===== src/rtl/bus_regfile_pkg.sv =====
// Shared encodings for the bus register file: command opcodes and FSM states.
package bus_regfile_pkg;

  typedef enum logic [1:0] {
    OP_LOAD  = 2'b00,
    OP_CLEAR = 2'b01,
    OP_MOVE  = 2'b10,
    OP_SWAP  = 2'b11
  } op_e;

  typedef enum logic [1:0] {
    ST_IDLE  = 2'b00,
    ST_FETCH = 2'b01,
    ST_XFER  = 2'b10,
    ST_WRITE = 2'b11
  } state_e;

endpackage


===== src/rtl/bus_reg_cell.sv =====
// Single WIDTH-bit storage register with synchronous reset and write enable.
module bus_reg_cell #(
  parameter int unsigned WIDTH = 16
) (
  input  logic             clk_i,
  input  logic             rst_i,
  input  logic             we_i,
  input  logic [WIDTH-1:0] d_i,
  output logic [WIDTH-1:0] q_o
);

  logic [WIDTH-1:0] q_q;

  always_ff @(posedge clk_i) begin
    if (rst_i) begin
      q_q <= '0;
    end else if (we_i) begin
      q_q <= d_i;
    end
  end

  assign q_o = q_q;

endmodule


===== src/rtl/bus_register_file.sv =====
// NUM_REGS x WIDTH register file sharing one transfer bus, driven by a
// handshaked command FSM supporting LOAD, CLEAR, MOVE and SWAP.
module bus_register_file
  import bus_regfile_pkg::*;
#(
  parameter int unsigned WIDTH    = 16,
  parameter int unsigned NUM_REGS = 4,
  localparam int unsigned ADDR_W  = (NUM_REGS > 2) ? $clog2(NUM_REGS) : 1
) (
  input  logic                       clk_i,
  input  logic                       rst_i,
  input  logic                       cmd_valid_i,
  output logic                       cmd_ready_o,
  input  logic [1:0]                 cmd_op_i,
  input  logic [ADDR_W-1:0]          cmd_src_i,
  input  logic [ADDR_W-1:0]          cmd_dst_i,
  input  logic [WIDTH-1:0]           data_bus_i,
  output logic [NUM_REGS*WIDTH-1:0]  reg_flat_o,
  output logic [WIDTH-1:0]           bus_out_o,
  output logic                       done_o,
  output logic                       error_o
);

  function automatic logic in_range(input logic [ADDR_W-1:0] a);
    return 32'(a) < NUM_REGS;
  endfunction

  state_e              state_q, state_d;
  op_e                 op_q;
  logic [ADDR_W-1:0]   src_q, dst_q;
  logic [WIDTH-1:0]    data_q;
  logic [WIDTH-1:0]    temp_q, temp_d;
  logic                bad_q;
  logic                done_q, error_q;

  logic [WIDTH-1:0]    regs [NUM_REGS];
  logic [NUM_REGS-1:0] we;
  logic [WIDTH-1:0]    wdata;
  logic [WIDTH-1:0]    bus;
  logic [WIDTH-1:0]    src_val, dst_val;
  logic                accept;
  logic                acc_bad;
  op_e                 cmd_op;

  assign cmd_op      = op_e'(cmd_op_i);
  assign cmd_ready_o = (state_q == ST_IDLE) && !rst_i;
  assign accept      = cmd_valid_i && cmd_ready_o;
  // Only MOVE/SWAP use the source address, so only they can fault on it.
  assign acc_bad     = !in_range(cmd_dst_i) ||
                       (((cmd_op == OP_MOVE) || (cmd_op == OP_SWAP)) && !in_range(cmd_src_i));

  // Out-of-range addresses match no register and therefore read as zero.
  always_comb begin
    src_val = '0;
    dst_val = '0;
    for (int i = 0; i < int'(NUM_REGS); i++) begin
      if (src_q == ADDR_W'(i)) src_val = regs[i];
      if (dst_q == ADDR_W'(i)) dst_val = regs[i];
    end
  end

  always_comb begin
    state_d = state_q;
    temp_d  = temp_q;
    we      = '0;
    wdata   = '0;
    bus     = '0;
    unique case (state_q)
      ST_IDLE: begin
        if (accept) begin
          state_d = ((cmd_op == OP_LOAD) || (cmd_op == OP_CLEAR)) ? ST_WRITE : ST_FETCH;
        end
      end
      ST_FETCH: begin
        bus     = src_val;
        temp_d  = src_val;
        state_d = (op_q == OP_SWAP) ? ST_XFER : ST_WRITE;
      end
      ST_XFER: begin
        bus   = dst_val;
        wdata = dst_val;
        for (int i = 0; i < int'(NUM_REGS); i++) begin
          we[i] = !bad_q && (src_q == ADDR_W'(i));
        end
        state_d = ST_WRITE;
      end
      ST_WRITE: begin
        unique case (op_q)
          OP_LOAD:  wdata = data_q;
          OP_CLEAR: wdata = '0;
          default:  wdata = temp_q;
        endcase
        bus = wdata;
        for (int i = 0; i < int'(NUM_REGS); i++) begin
          we[i] = !bad_q && (dst_q == ADDR_W'(i));
        end
        state_d = ST_IDLE;
      end
      default: state_d = ST_IDLE;
    endcase
  end

  always_ff @(posedge clk_i) begin
    if (rst_i) begin
      state_q <= ST_IDLE;
      op_q    <= OP_LOAD;
      src_q   <= '0;
      dst_q   <= '0;
      data_q  <= '0;
      temp_q  <= '0;
      bad_q   <= 1'b0;
      done_q  <= 1'b0;
      error_q <= 1'b0;
    end else begin
      state_q <= state_d;
      temp_q  <= temp_d;
      done_q  <= (state_q == ST_WRITE);
      error_q <= (state_q == ST_WRITE) && bad_q;
      if (accept) begin
        op_q   <= cmd_op;
        src_q  <= cmd_src_i;
        dst_q  <= cmd_dst_i;
        data_q <= data_bus_i;
        bad_q  <= acc_bad;
      end
    end
  end

  for (genvar g = 0; g < NUM_REGS; g++) begin : g_cell
    bus_reg_cell #(
      .WIDTH(WIDTH)
    ) u_cell (
      .clk_i(clk_i),
      .rst_i(rst_i),
      .we_i (we[g]),
      .d_i  (wdata),
      .q_o  (regs[g])
    );
    assign reg_flat_o[g*WIDTH +: WIDTH] = regs[g];
  end

  assign bus_out_o = bus;
  assign done_o    = done_q;
  assign error_o   = error_q;

endmodule


===== config.mk =====
export PLATFORM = sky130hd
export DESIGN_NAME = bus_register_file
export DESIGN_NICKNAME = d
export VERILOG_FILES = /design/src/rtl/bus_regfile_pkg.sv /design/src/rtl/bus_reg_cell.sv /design/src/rtl/bus_register_file.sv
export SDC_FILE = /design/constraint.sdc
export NUM_CORES = 1
export LEC_CHECK = 0
export ABC_CLOCK_PERIOD_IN_PS = 2700
export BUFFER_PORTS_ARGS = -buffer_cell sky130_fd_sc_hd__buf_4
export CAP_MARGIN = 40
export CORE_MARGIN = 10
export CORE_UTILIZATION = 62
export CTS_BUF_LIST = sky130_fd_sc_hd__clkbuf_4
export DETAILED_ROUTE_END_ITERATION = 12
export PLACE_DENSITY_LB_ADDON = 0.08
export SYNTH_ARGS = -nofsm -noshare
export SYNTH_HDL_FRONTEND = slang
export SYNTH_SLANG_ARGS = --single-unit
export TNS_END_PERCENT = 30

===== constraint.sdc =====
create_clock -name clk_i -period 2.7 [get_ports clk_i]
set_input_delay 0.135 -clock clk_i [delete_from_list [all_inputs] [get_ports clk_i]]
set_output_delay 0.135 -clock clk_i [all_outputs]
set_load 0.1 [all_outputs]

==> results of run 1 <==
-- kinds of logic after synthesis --
kind of cell	after synthesis	share of synthesized area
other	1	0.000699
buffers and inverters	79	0.0669
AOI/OAI and AO/OA	189	0.264
muxes	33	0.101
adders and majority gates	5	0.0117
DFF	105	0.392
and+or+nand+nor	183	0.164
-- metrics by stage --
stage	setup WS, ps	area, um2
finish	108	6640
global route	13.7	6640
CTS	67.0	6610
detailed placement	440	6260
global placement	526	6240
floorplan	-415	5410
-- sequential cells by signal, summed over array words and instances, names as in the netlist --
name               count
g_cell.u_cell.q_o     64
op_q                   2
data_q                16
dst_q                  2
temp_q                16
src_q                  2
done_o                 1
state_q                2
-- final cells by class --
type,instances,area (um2)
clock buffer,9,67.6
clock inverter,7,52.6
fill,583,1660
inverter,21,78.8
multi-input combinational,411,2980
sequential,105,2110
tap,105,131
timing repair buffer,153,1220
-- synthesized netlist by cell type, types with 2 or more instances --
master / count
a21oi_1: 47
o22ai_1: 2
a221oi_4: 9
nor2_1: 50
o22ai_2: 2
nor2b_1: 2
dfxtp_1: 105
o21ai_1: 26
nand3_1: 30
buf_2: 20
a211oi_1: 51
clkbuf_1: 28
inv_2: 2
mux4_2: 17
buf_1: 2
o21ai_0: 27
mux2i_1: 16
inv_1: 19
buf_6: 2
ha_1: 5
a221oi_2: 6
buf_4: 6
nand2_1: 42
nand2b_1: 56
o32ai_1: 15
o31ai_1: 2
-- power groups by stage --
| stage | clock, mW | sequential, mW | combinational (mW) |
|---|---|---|---|
| floorplan | 0 | 3.10 | 1.78 |
| global placement | 0 | 2.12 | 3.51 |
| detailed placement | 0 | 2.12 | 3.59 |
| CTS | 0.757 | 2.08 | 3.63 |
| global route | 0.804 | 2.13 | 3.85 |
| finish | 0.750 | 2.10 | 3.67 |
-- timing repair --
action	CTS	global route
pin swaps	0	1
hold endpoints to repair	22	0
endpoints found under the setup margin	14	3
hold buffers	22	0
cloned	0	0
gates resized for setup	4	4
-- worst max path at each step --
stage	to	slack, ps	depth (start not counted)
4_1_cts	bus_out_o[14]	70	6
3_3_place_gp	bus_out_o[14]	530	7
3_5_place_dp	bus_out_o[14]	440	7
6_report	bus_out_o[14]	110	7
5_1_grt	bus_out_o[15]	10	6
2_1_floorplan	bus_out_o[0]	-410	4
-- layer usage --
layer  global-route usage  vias to the layer above  wire (um)
met3               0.0681                       33       1550
met2                0.388                      268       7430
met4               0.0668                        0        293
li1                     -                     2352          -
met1                0.313                     2398       6670
met5                    0                        -          0
==> metrics.yaml, run 1 <==
critical_path:
  critPathCaptureType: "output port"
  critical_path.top_delay_family: "buffers and inverters"
  cp_max_fo: 12
  r2r_setup_slack_ps: 360
  startpoint_type: "register"
  worstPathArrival_ps: 2460
  slowest_delay_ps: 370
  r2r-start: "state_q[0]$_SDFFE_PP0P_"
  ff2ff_path_depth: 8
  required_ps: 2570
  critPathLaunch: "state_q[0]$_SDFFE_PP0P_"
  crit_slowest_cell: "dfxtp_1"
  path_cells: "inv_1 > ha_2 > and3_2 > buf_8 > a221oi_4 > a21oi_2 > buf_4"
  critPathKind: "register to output port"
  critPathBufInv: 3
  rr_endpoint: "g_cell[0].u_cell.q_o[13]$_SDFFE_PP0P_"
power:
  p_switching_mw: 3.50
  p_comb_frac: 0.563
  power_frac_seq: 0.322
  pwr-share-clk: 0.115
  finalPower_mw: 6.51
  p_per_area_mw_per_mm2: 981
  internal_power_mw: 3.01
  switching_share: 0.537
  leakage_nw: 2.30
  max-vdd-ir-drop_uv: 539
yosys:
  avgSynthCellArea_um2: 9.02
  yosysSeqAreaShare: 0.392
  netlist_area_mm2: 0.00537
  yosysTopAreaCell: "dfxtp_1"
  syn-instance-count: 595
  synthFlopType: "dfxtp_1"
  synth_edf_count: 0
  synth_seq_cells: 105
  synth.distinct_cells: 32
  syn-num-nets: 625
  synth.top_cell.area_share: 0.392
  synthTopCellsByArea: "dfxtp_1, a211oi_1, mux4_2"
  ys_async_sr_fraction: 0
  yosysWarnings: 0
clock_tree:
  htreeDepth: 3
  cts.sinks: 105
  cts_root_buf: "clkbuf_4"
  cts_tree: "yes"
  post_cts_buffers: 0
  clk_pin_slew_ps: 160
  clk_latency_ps: 460
  cts_buffers: 9
  cts_buffer_depth: 2
placed_design:
  dpl.cell_count: 773
  place.gp.congestion: 0.857
  post-dp-hpwl_um: 10800
  io_buffers: 106
final_layout:
  layout_common_cells: "buf_4, dfxtp_1, nand2b_1, a211oi_1, nor2_1"
  stdcell_count: 811
  n_antenna_cell: 0
  final_layout_size_suffix_gt1_frac: 0.285
  area_growth_pct: 23.7
  fin_nets: 731
  final_util: 0.800
  final_common_cell: "buf_4"
status:
  outcome: "completed"
sta:
  post-route-period-util: 0.960
  tns_ps: 0
  layout_min_cycle_time_ps: 2590
  report.final.setup_viol: 0
  rsz0062_at_grt: "false"
  worst_pin_slew_ps: 731
  hold_viol: 0
  finClkSkew_ps: 15.2
  finalMaxSlewViolations: 0
  relSlewSlack: 0.512
  fin_hold_ws_ps: 151
  fmax_mhz: 386
run:
  maxCapViolations: 0
floorplan:
  coreArea_mm2: 0.00830
  dieArea_mm2: 0.0128
  dieHeight_um: 113
  start_util: 0.646
  row_count: 33
  io_pins: 108
  die_w_um: 113
detailed_routing:
  drt_iter0_drc: 516
  dr.pass1.iters: 5
  drc: 0
  vias: 5051
  vias_per_cell: 6.23
  wl_per_cell_um: 19.7
  antenna_left: 0
  drt-total-wl_um: 15900
global_routing:
  grt_max_degree: 61
  grt_pass1_vias: 4948
  antenna_found_initial: 0
  grt_overflow: 0
  grt_usage: 0.242
  grt_pass1_wl_um: 25900
min_path:
  min_from: "rst_i"
  hold_class: "input port to register"
  hold_depth: 2
  holdPathEnd: "done_o$_SDFF_PP0_"
Power figures use the tool's default switching activity.
==> run 2, diff against run 1 <==
==> constraint.sdc (replaced) <==
create_clock -name clk_i -period 2.7 [get_ports clk_i]
set_input_delay 0.54 -clock clk_i [delete_from_list [all_inputs] [get_ports clk_i]]
set_output_delay 0.54 -clock clk_i [all_outputs]
set_load 0.1 [all_outputs]
==> metrics.yaml, run 2 (synthesis gave the netlist of run 1 again) <==
critical_path:
  startpoint_type: "register"
  worstPathArrival_ps: 2170  # -290 ps
  required_ps: 2160  # -410 ps
  rr_endpoint: "g_cell[2].u_cell.q_o[0]$_SDFFE_PP0P_"
  critPathKind: "register to output port"
  cp_max_fo: 17  # +5
  r2r-start: "state_q[0]$_SDFFE_PP0P_"
  ff2ff_path_depth: 8  # unchanged
  critPathCaptureType: "output port"
  r2r_setup_slack_ps: 310  # -50 ps
final_layout:
  n_antenna_cell: 0  # unchanged
  fin_nets: 735  # +0.55%
  n_fill_cell: 399  # -32%
  final_layout_size_suffix_gt1_frac: 0.358  # +0.0730
  final_common_cell: "buf_4"
  final_util: 0.875  # +0.0751
  largest_reg_flops: 64  # unchanged
  layout_common_cells: "buf_4, dfxtp_1, nand2b_1, a211oi_1, nor2_1"
  area_growth_pct: 35.4
floorplan:
  start_util: 0.646  # unchanged
  die_w_um: 113  # unchanged
  coreArea_mm2: 0.00830  # unchanged
  dieHeight_um: 113  # unchanged
  row_count: 33  # unchanged
  dieArea_mm2: 0.0128  # unchanged
  io_pins: 108  # unchanged
min_path:
  hold_depth: 3  # +1
  hold_class: "input port to register"
  holdPathEnd: "data_q[0]$_SDFFE_PP0P_"
  min_from: "data_bus_i[0]"
sta:
  post-route-period-util: 1.01  # +0.0450
  layout_min_cycle_time_ps: 2710  # +122 ps
  tns_ps: -13.5  # -13.5 ps
  rsz0062_at_grt: "true"
  worst_pin_slew_ps: 747  # +15.6 ps
  fmax_mhz: 369  # -4.5%
  relSlewSlack: 0.502  # -0.0104
  finalMaxSlewViolations: 0  # unchanged
  post-route-worst-setup-slack_ps: -13.5  # -122 ps
  hold_viol: 0  # unchanged
  finClkSkew_ps: 23.2  # +8.00 ps
  report.final.setup_viol: 1  # +1
detailed_routing:
  vias_per_cell: 6.71  # +7.8%
  dr.pass1.iters: 5  # unchanged
  drt_iter0_drc: 647  # +25%
  antenna_left: 0  # unchanged
  drt-total-wl_um: 18800  # +18%
  drc: 0  # unchanged
  vias: 5470  # +8.3%
  wl_per_cell_um: 23.0  # +17%
power:
  leakage_nw: 2.44  # +6.3%
  p_per_area_mw_per_mm2: 986  # +0.47%
  p_switching_mw: 3.84  # +9.9%
  max-vdd-ir-drop_uv: 759  # +41%
  switching_share: 0.537  # about the same
  pwr-share-clk: 0.107  # -0.008
  finalPower_mw: 7.16  # +9.9%
  power_frac_seq: 0.295  # -0.027
  p_comb_frac: 0.597  # +0.034
  internal_power_mw: 3.31  # +9.9%
global_routing:
  grt_pass1_vias: 5442  # +10%
  globalRouteMet2Util: 0.451  # +0.0634
  grt_pass1_wl_um: 29300  # +13%
  grt_max_degree: 61  # unchanged
  gr-usage-met1: 0.332  # +0.0190
  grt.busiest_layer: "met2"
  grt_overflow: 0  # unchanged
  grt_usage: 0.279  # +0.0366
  use_met3: 0.0777  # +0.00951
  antenna_found_initial: 0  # unchanged
placed_design:
  place.gp.congestion: 0.881  # +2.9%
  post-dp-hpwl_um: 10900  # +0.85%
  io_buffers: 106  # unchanged
  place_ws_ps: 234  # -206 ps
clock_tree:
  cts_buffers: 9  # unchanged
  cts_buffer_depth: 2  # unchanged
  clk_pin_slew_ps: 170  # about the same
  cts_root_buf: "clkbuf_4"
  cts.sinks: 105  # unchanged
  htreeDepth: 3  # unchanged
  cts_hold_buf: 0  # -100%
  cts_tree: "yes"
  clk_latency_ps: 490  # +30 ps
status:
  violations: "setup timing"
  outcome: "finished with violations"
run:
  maxCapViolations: 0  # unchanged
==> run 2: changes by cell type in the layout (fill, tap and decap cells not counted), moves of 5 or more <==
cell           change
buf_12            +20
a21oi_1            -5
o21ai_4           +14
o21ai_1           -12
a21oi_4           +10
dlygate4sd3_1     -22
a21oi_2            -5
==> run 2: per-stage QoR <==
step	hold WS, ps	instances	cell area [um2]
4_1_cts	263	812	7200
6_report	244	815	7260
3_3_place_gp	458	773	6410
5_1_grt	250	815	7260
3_5_place_dp	463	773	6410
2_1_floorplan	450	595	5500
==> run 2: worst max-delay path by stage <==
stage | startpoint | endpoint | depth (start not counted)
4_1_cts | state_q[0]$_SDFFE_PP0P_ | bus_out_o[7] | 9
5_1_grt | state_q[0]$_SDFFE_PP0P_ | bus_out_o[11] | 7
2_1_floorplan | g_cell[1].u_cell.q_o[10]$_SDFFE_PP0P_ | bus_out_o[10] | 4
3_5_place_dp | state_q[0]$_SDFFE_PP0P_ | bus_out_o[14] | 7
3_3_place_gp | state_q[0]$_SDFFE_PP0P_ | bus_out_o[1] | 7
6_report | state_q[0]$_SDFFE_PP0P_ | bus_out_o[11] | 8
==> run 2: power by group through the flow <==
stage,Sequential (mW),Combinational (mW),Clock [mW]
floorplan,3.10,1.85,0
CTS,2.09,4.10,0.737
global route,2.14,4.43,0.818
global placement,2.09,3.68,0
finish,2.11,4.28,0.768
detailed placement,2.11,3.75,0
==> run 2: what timing repair did <==
| action | in CTS | in global routing |
|---|---|---|
| buffers inserted | 21 | 4 |
| endpoints found under the setup margin | 16 | 16 |
| pin swaps | 22 | 6 |
| resized for setup | 99 | 11 |
| endpoints found under the hold margin | 0 | 0 |
| gates cloned | 2 | 0 |
==> run 2: cell type report <==
type | count | area, um2 | area share
Tap cell | 105 | 131 | 0.0181
Sequential cell | 105 | 2110 | 0.290
Clock buffer | 9 | 67.6 | 0.00930
Inverter | 21 | 78.8 | 0.0109
Clock inverter | 7 | 55.1 | 0.00758
Timing Repair Buffer | 157 | 1500 | 0.206
Multi-Input combinational cell | 411 | 3320 | 0.457
==> run 2: critical path: stages, from the launching register on <==
cell and delay [ps]:
dfxtp_2 360, buf_4 140, ha_4 180, buf_8 160, nand3_1 140, o21ai_4 90, a221oi_4 300, a21oi_4 120
buf_12 180
==> run 2: metal layers <==
metal  part of all wire  vias to the layer above
met3               0.12                      111
met2               0.46                      450
li1                   -                     2366
met4              0.049                        0
met1               0.37                     2543
met5                  0                        -
==> run 3, diff against run 2 <==
--- a/config.mk
+++ b/config.mk
@@ -8,6 +8,7 @@
 export ABC_CLOCK_PERIOD_IN_PS = 2700
 export BUFFER_PORTS_ARGS = -buffer_cell sky130_fd_sc_hd__buf_4
 export CAP_MARGIN = 40
+export CORE_ASPECT_RATIO = 1.2
 export CORE_MARGIN = 10
 export CORE_UTILIZATION = 62
 export CTS_BUF_LIST = sky130_fd_sc_hd__clkbuf_4
==> metrics.yaml, run 3 (synthesis gave the netlist of run 1 again) <==
status:
  outcome: "completed"
critical_path:
  critPathCaptureType: "output port"
  cp_max_fo: 11  # -6
  required_ps: 2160  # about the same
  critPathLaunch: "dst_q[0]$_SDFFE_PP0P_"
  critPathBufInv: 2  # -1
  crit_slowest_cell: "mux4_2"
  startpoint_type: "register"
  critPathKind: "register to output port"
  path_depth: 5  # -3
  critical_path.top_delay_family: "multiplexers"
  worstPathArrival_ps: 2130  # -40 ps
  rr_endpoint: "g_cell[2].u_cell.q_o[9]$_SDFFE_PP0P_"
  r2r-start: "state_q[0]$_SDFFE_PP0P_"
  path_cells: "buf_8 > mux4_2 > a22oi_2 > a21oi_4 > buf_6"
  r2r_setup_slack_ps: 480  # +170 ps
  crit_path_end: "bus_out_o[15]"
  ff2ff_path_depth: 8  # unchanged
  slowest_delay_ps: 520  # +160 ps
placed_design:
  place.gp.congestion: 0.884  # +0.29%
  dpl.cell_count: 790  # +2.2%
  place_ws_ps: 303  # +69.1 ps
  io_buffers: 106  # unchanged
  post-dp-hpwl_um: 11100  # +1.7%
power:
  max-vdd-ir-drop_uv: 543  # -28%
  leakage_nw: 2.41  # -1.3%
  switching_share: 0.524  # -0.0131
  pwr-share-clk: 0.112  # +0.005
  internal_power_mw: 3.32  # +0.35%
  p_comb_frac: 0.584  # -0.013
  p_switching_mw: 3.66  # -4.8%
  p_per_area_mw_per_mm2: 982  # -0.37%
  power_frac_seq: 0.304  # +0.009
  finalPower_mw: 6.98  # -2.4%
detailed_routing:
  m1WireLength_um: 6820  # -1.7%
  wl_met2_um: 8410  # -3.4%
  drt-total-wl_um: 17100  # -8.9%
  antenna_left: 0  # unchanged
  drt_iter0_drc: 467  # -28%
  wl_met3_um: 1290  # -41%
  routed.top_layer: "met4"
  dr.pass1.iters: 5  # unchanged
  wl_per_cell_um: 20.7  # -10%
  vias_per_cell: 6.35  # -5.4%
  vias: 5246  # -4.1%
  drc: 0  # unchanged
global_routing:
  grt_usage: 0.257  # -0.0221
  grt_max_degree: 62  # +1.6%
  grt_overflow: 0  # unchanged
  grt_pass1_vias: 5209  # -4.3%
  grt_pass1_wl_um: 27000  # -7.8%
  antenna_found_initial: 0  # unchanged
run:
  maxCapViolations: 0  # unchanged
sta:
  worst_pin_slew_ps: 628  # -119 ps
  finClkSkew_ps: 15.8  # -7.36 ps
  layout_min_cycle_time_ps: 2670  # -47.5 ps
  rsz0062_at_grt: "true"
  post-route-worst-setup-slack_ps: 34.0  # +47.5 ps
  fmax_mhz: 375  # +1.8%
  relSlewSlack: 0.581  # +0.0794
  report.final.setup_viol: 0  # -1
  post-route-period-util: 0.987  # -0.0176
  fin_hold_ws_ps: 244  # +0.0830 ps
  finalMaxSlewViolations: 0  # unchanged
  hold_viol: 0  # unchanged
clock_tree:
  clk_pin_slew_ps: 160  # about the same
  cts.sinks: 105  # unchanged
  cts_hold_buf: 0  # unchanged
  cts_root_buf: "clkbuf_4"
  clk_latency_ps: 480  # about the same
  htreeDepth: 3  # unchanged
  cts_buffers: 9  # unchanged
  cts_tree: "yes"
  cts_buffer_depth: 2  # unchanged
final_layout:
  fin_nets: 736  # +0.14%
  largest_reg_flops: 64  # unchanged
  final_common_cell: "buf_4"
  n_fill_cell: 543  # +36%
  n_antenna_cell: 0  # unchanged
  stdcell_count: 826  # +1.3%
  layout_common_cells: "buf_4, dfxtp_1, nand2b_1, a211oi_1, nor2_1"
  final_util: 0.835  # -0.0400
  area_growth_pct: 32.6
  final_layout_size_suffix_gt1_frac: 0.358  # +0.000505
floorplan:
  io_pins: 108  # unchanged
  coreArea_mm2: 0.00852  # +2.6%
  dieArea_mm2: 0.0128  # +0.12%
  dieHeight_um: 122  # +7.9%
  start_util: 0.630  # -0.0166
  row_count: 37  # +12%
  die_w_um: 105  # -7.2%
min_path:
  hold_depth: 3  # unchanged
  hold_class: "input port to register"
## run 3: changes by cell type in the layout (fill, tap and decap cells not counted), sizes merged
cell	change
inv	-1
clkbuf	+1
clkinvlp	-1
buf	+1
clkinv	-2
bufinv	+1
## run 3: how the worst min path moves through the flow
stage | end | slack [ps] | start
floorplan | data_q[15]$_SDFFE_PP0P_ | 450 | data_q[15]$_SDFFE_PP0P_
global placement | temp_q[14]$_SDFFE_PP0P_ | 460 | temp_q[14]$_SDFFE_PP0P_
detailed placement | data_q[13]$_SDFFE_PP0P_ | 470 | data_q[13]$_SDFFE_PP0P_
CTS | data_q[11]$_SDFFE_PP0P_ | 250 | data_bus_i[11]
global route | data_q[10]$_SDFFE_PP0P_ | 260 | data_bus_i[10]
finish | data_q[11]$_SDFFE_PP0P_ | 240 | data_bus_i[11]
## run 3: power groups by stage
stage | clock [mW] | combinational (mW) | sequential (mW)
6_report | 0.785 | 4.08 | 2.12
5_1_grt | 0.841 | 4.26 | 2.15
4_1_cts | 0.782 | 3.92 | 2.09
3_5_place_dp | 0 | 3.73 | 2.12
3_3_place_gp | 0 | 3.68 | 2.10
2_1_floorplan | 0 | 1.85 | 3.10
## run 3: routing by layer
layer,up-vias,global-route usage
met5,-,0
met4,0,0.119
met3,64,0.0486
met2,296,0.435
met1,2518,0.311
li1,2368,-
## run 3: through the flow
| step | cell area, um2 | TNS, ps |
|---|---|---|
| CTS | 6920 | -133 |
| global placement | 6440 | 0 |
| global route | 7110 | -77.8 |
| floorplan | 5500 | -6190 |
| detailed placement | 6440 | 0 |
| finish | 7110 | 0 |
## run 3: layout make-up
class                   instances  area (um2)  share of cell area
clock inverters                 4        46.3             0.00651
flip-flops and latches        105        2110               0.297
clock buffers                  10        75.1              0.0106
multi-input cells             411        3240               0.456
inverters                      21        78.8              0.0111
well taps                     117         146              0.0206
repair buffers                158        1410               0.198
## run 3: worst min-delay path: cells and delay by family
kind | cells | cell delay, ps
compound gates | 1 | 50
buf+inv | 1 | 80
simple gates | 1 | 30
## run 3: timing repair
action	4_1_cts	5_1_grt
cloned	0	1
buffers inserted	17	4
pin swaps	16	5
gates resized for setup	53	39
hold endpoints to repair	0	0
setup endpoints to repair	16	16
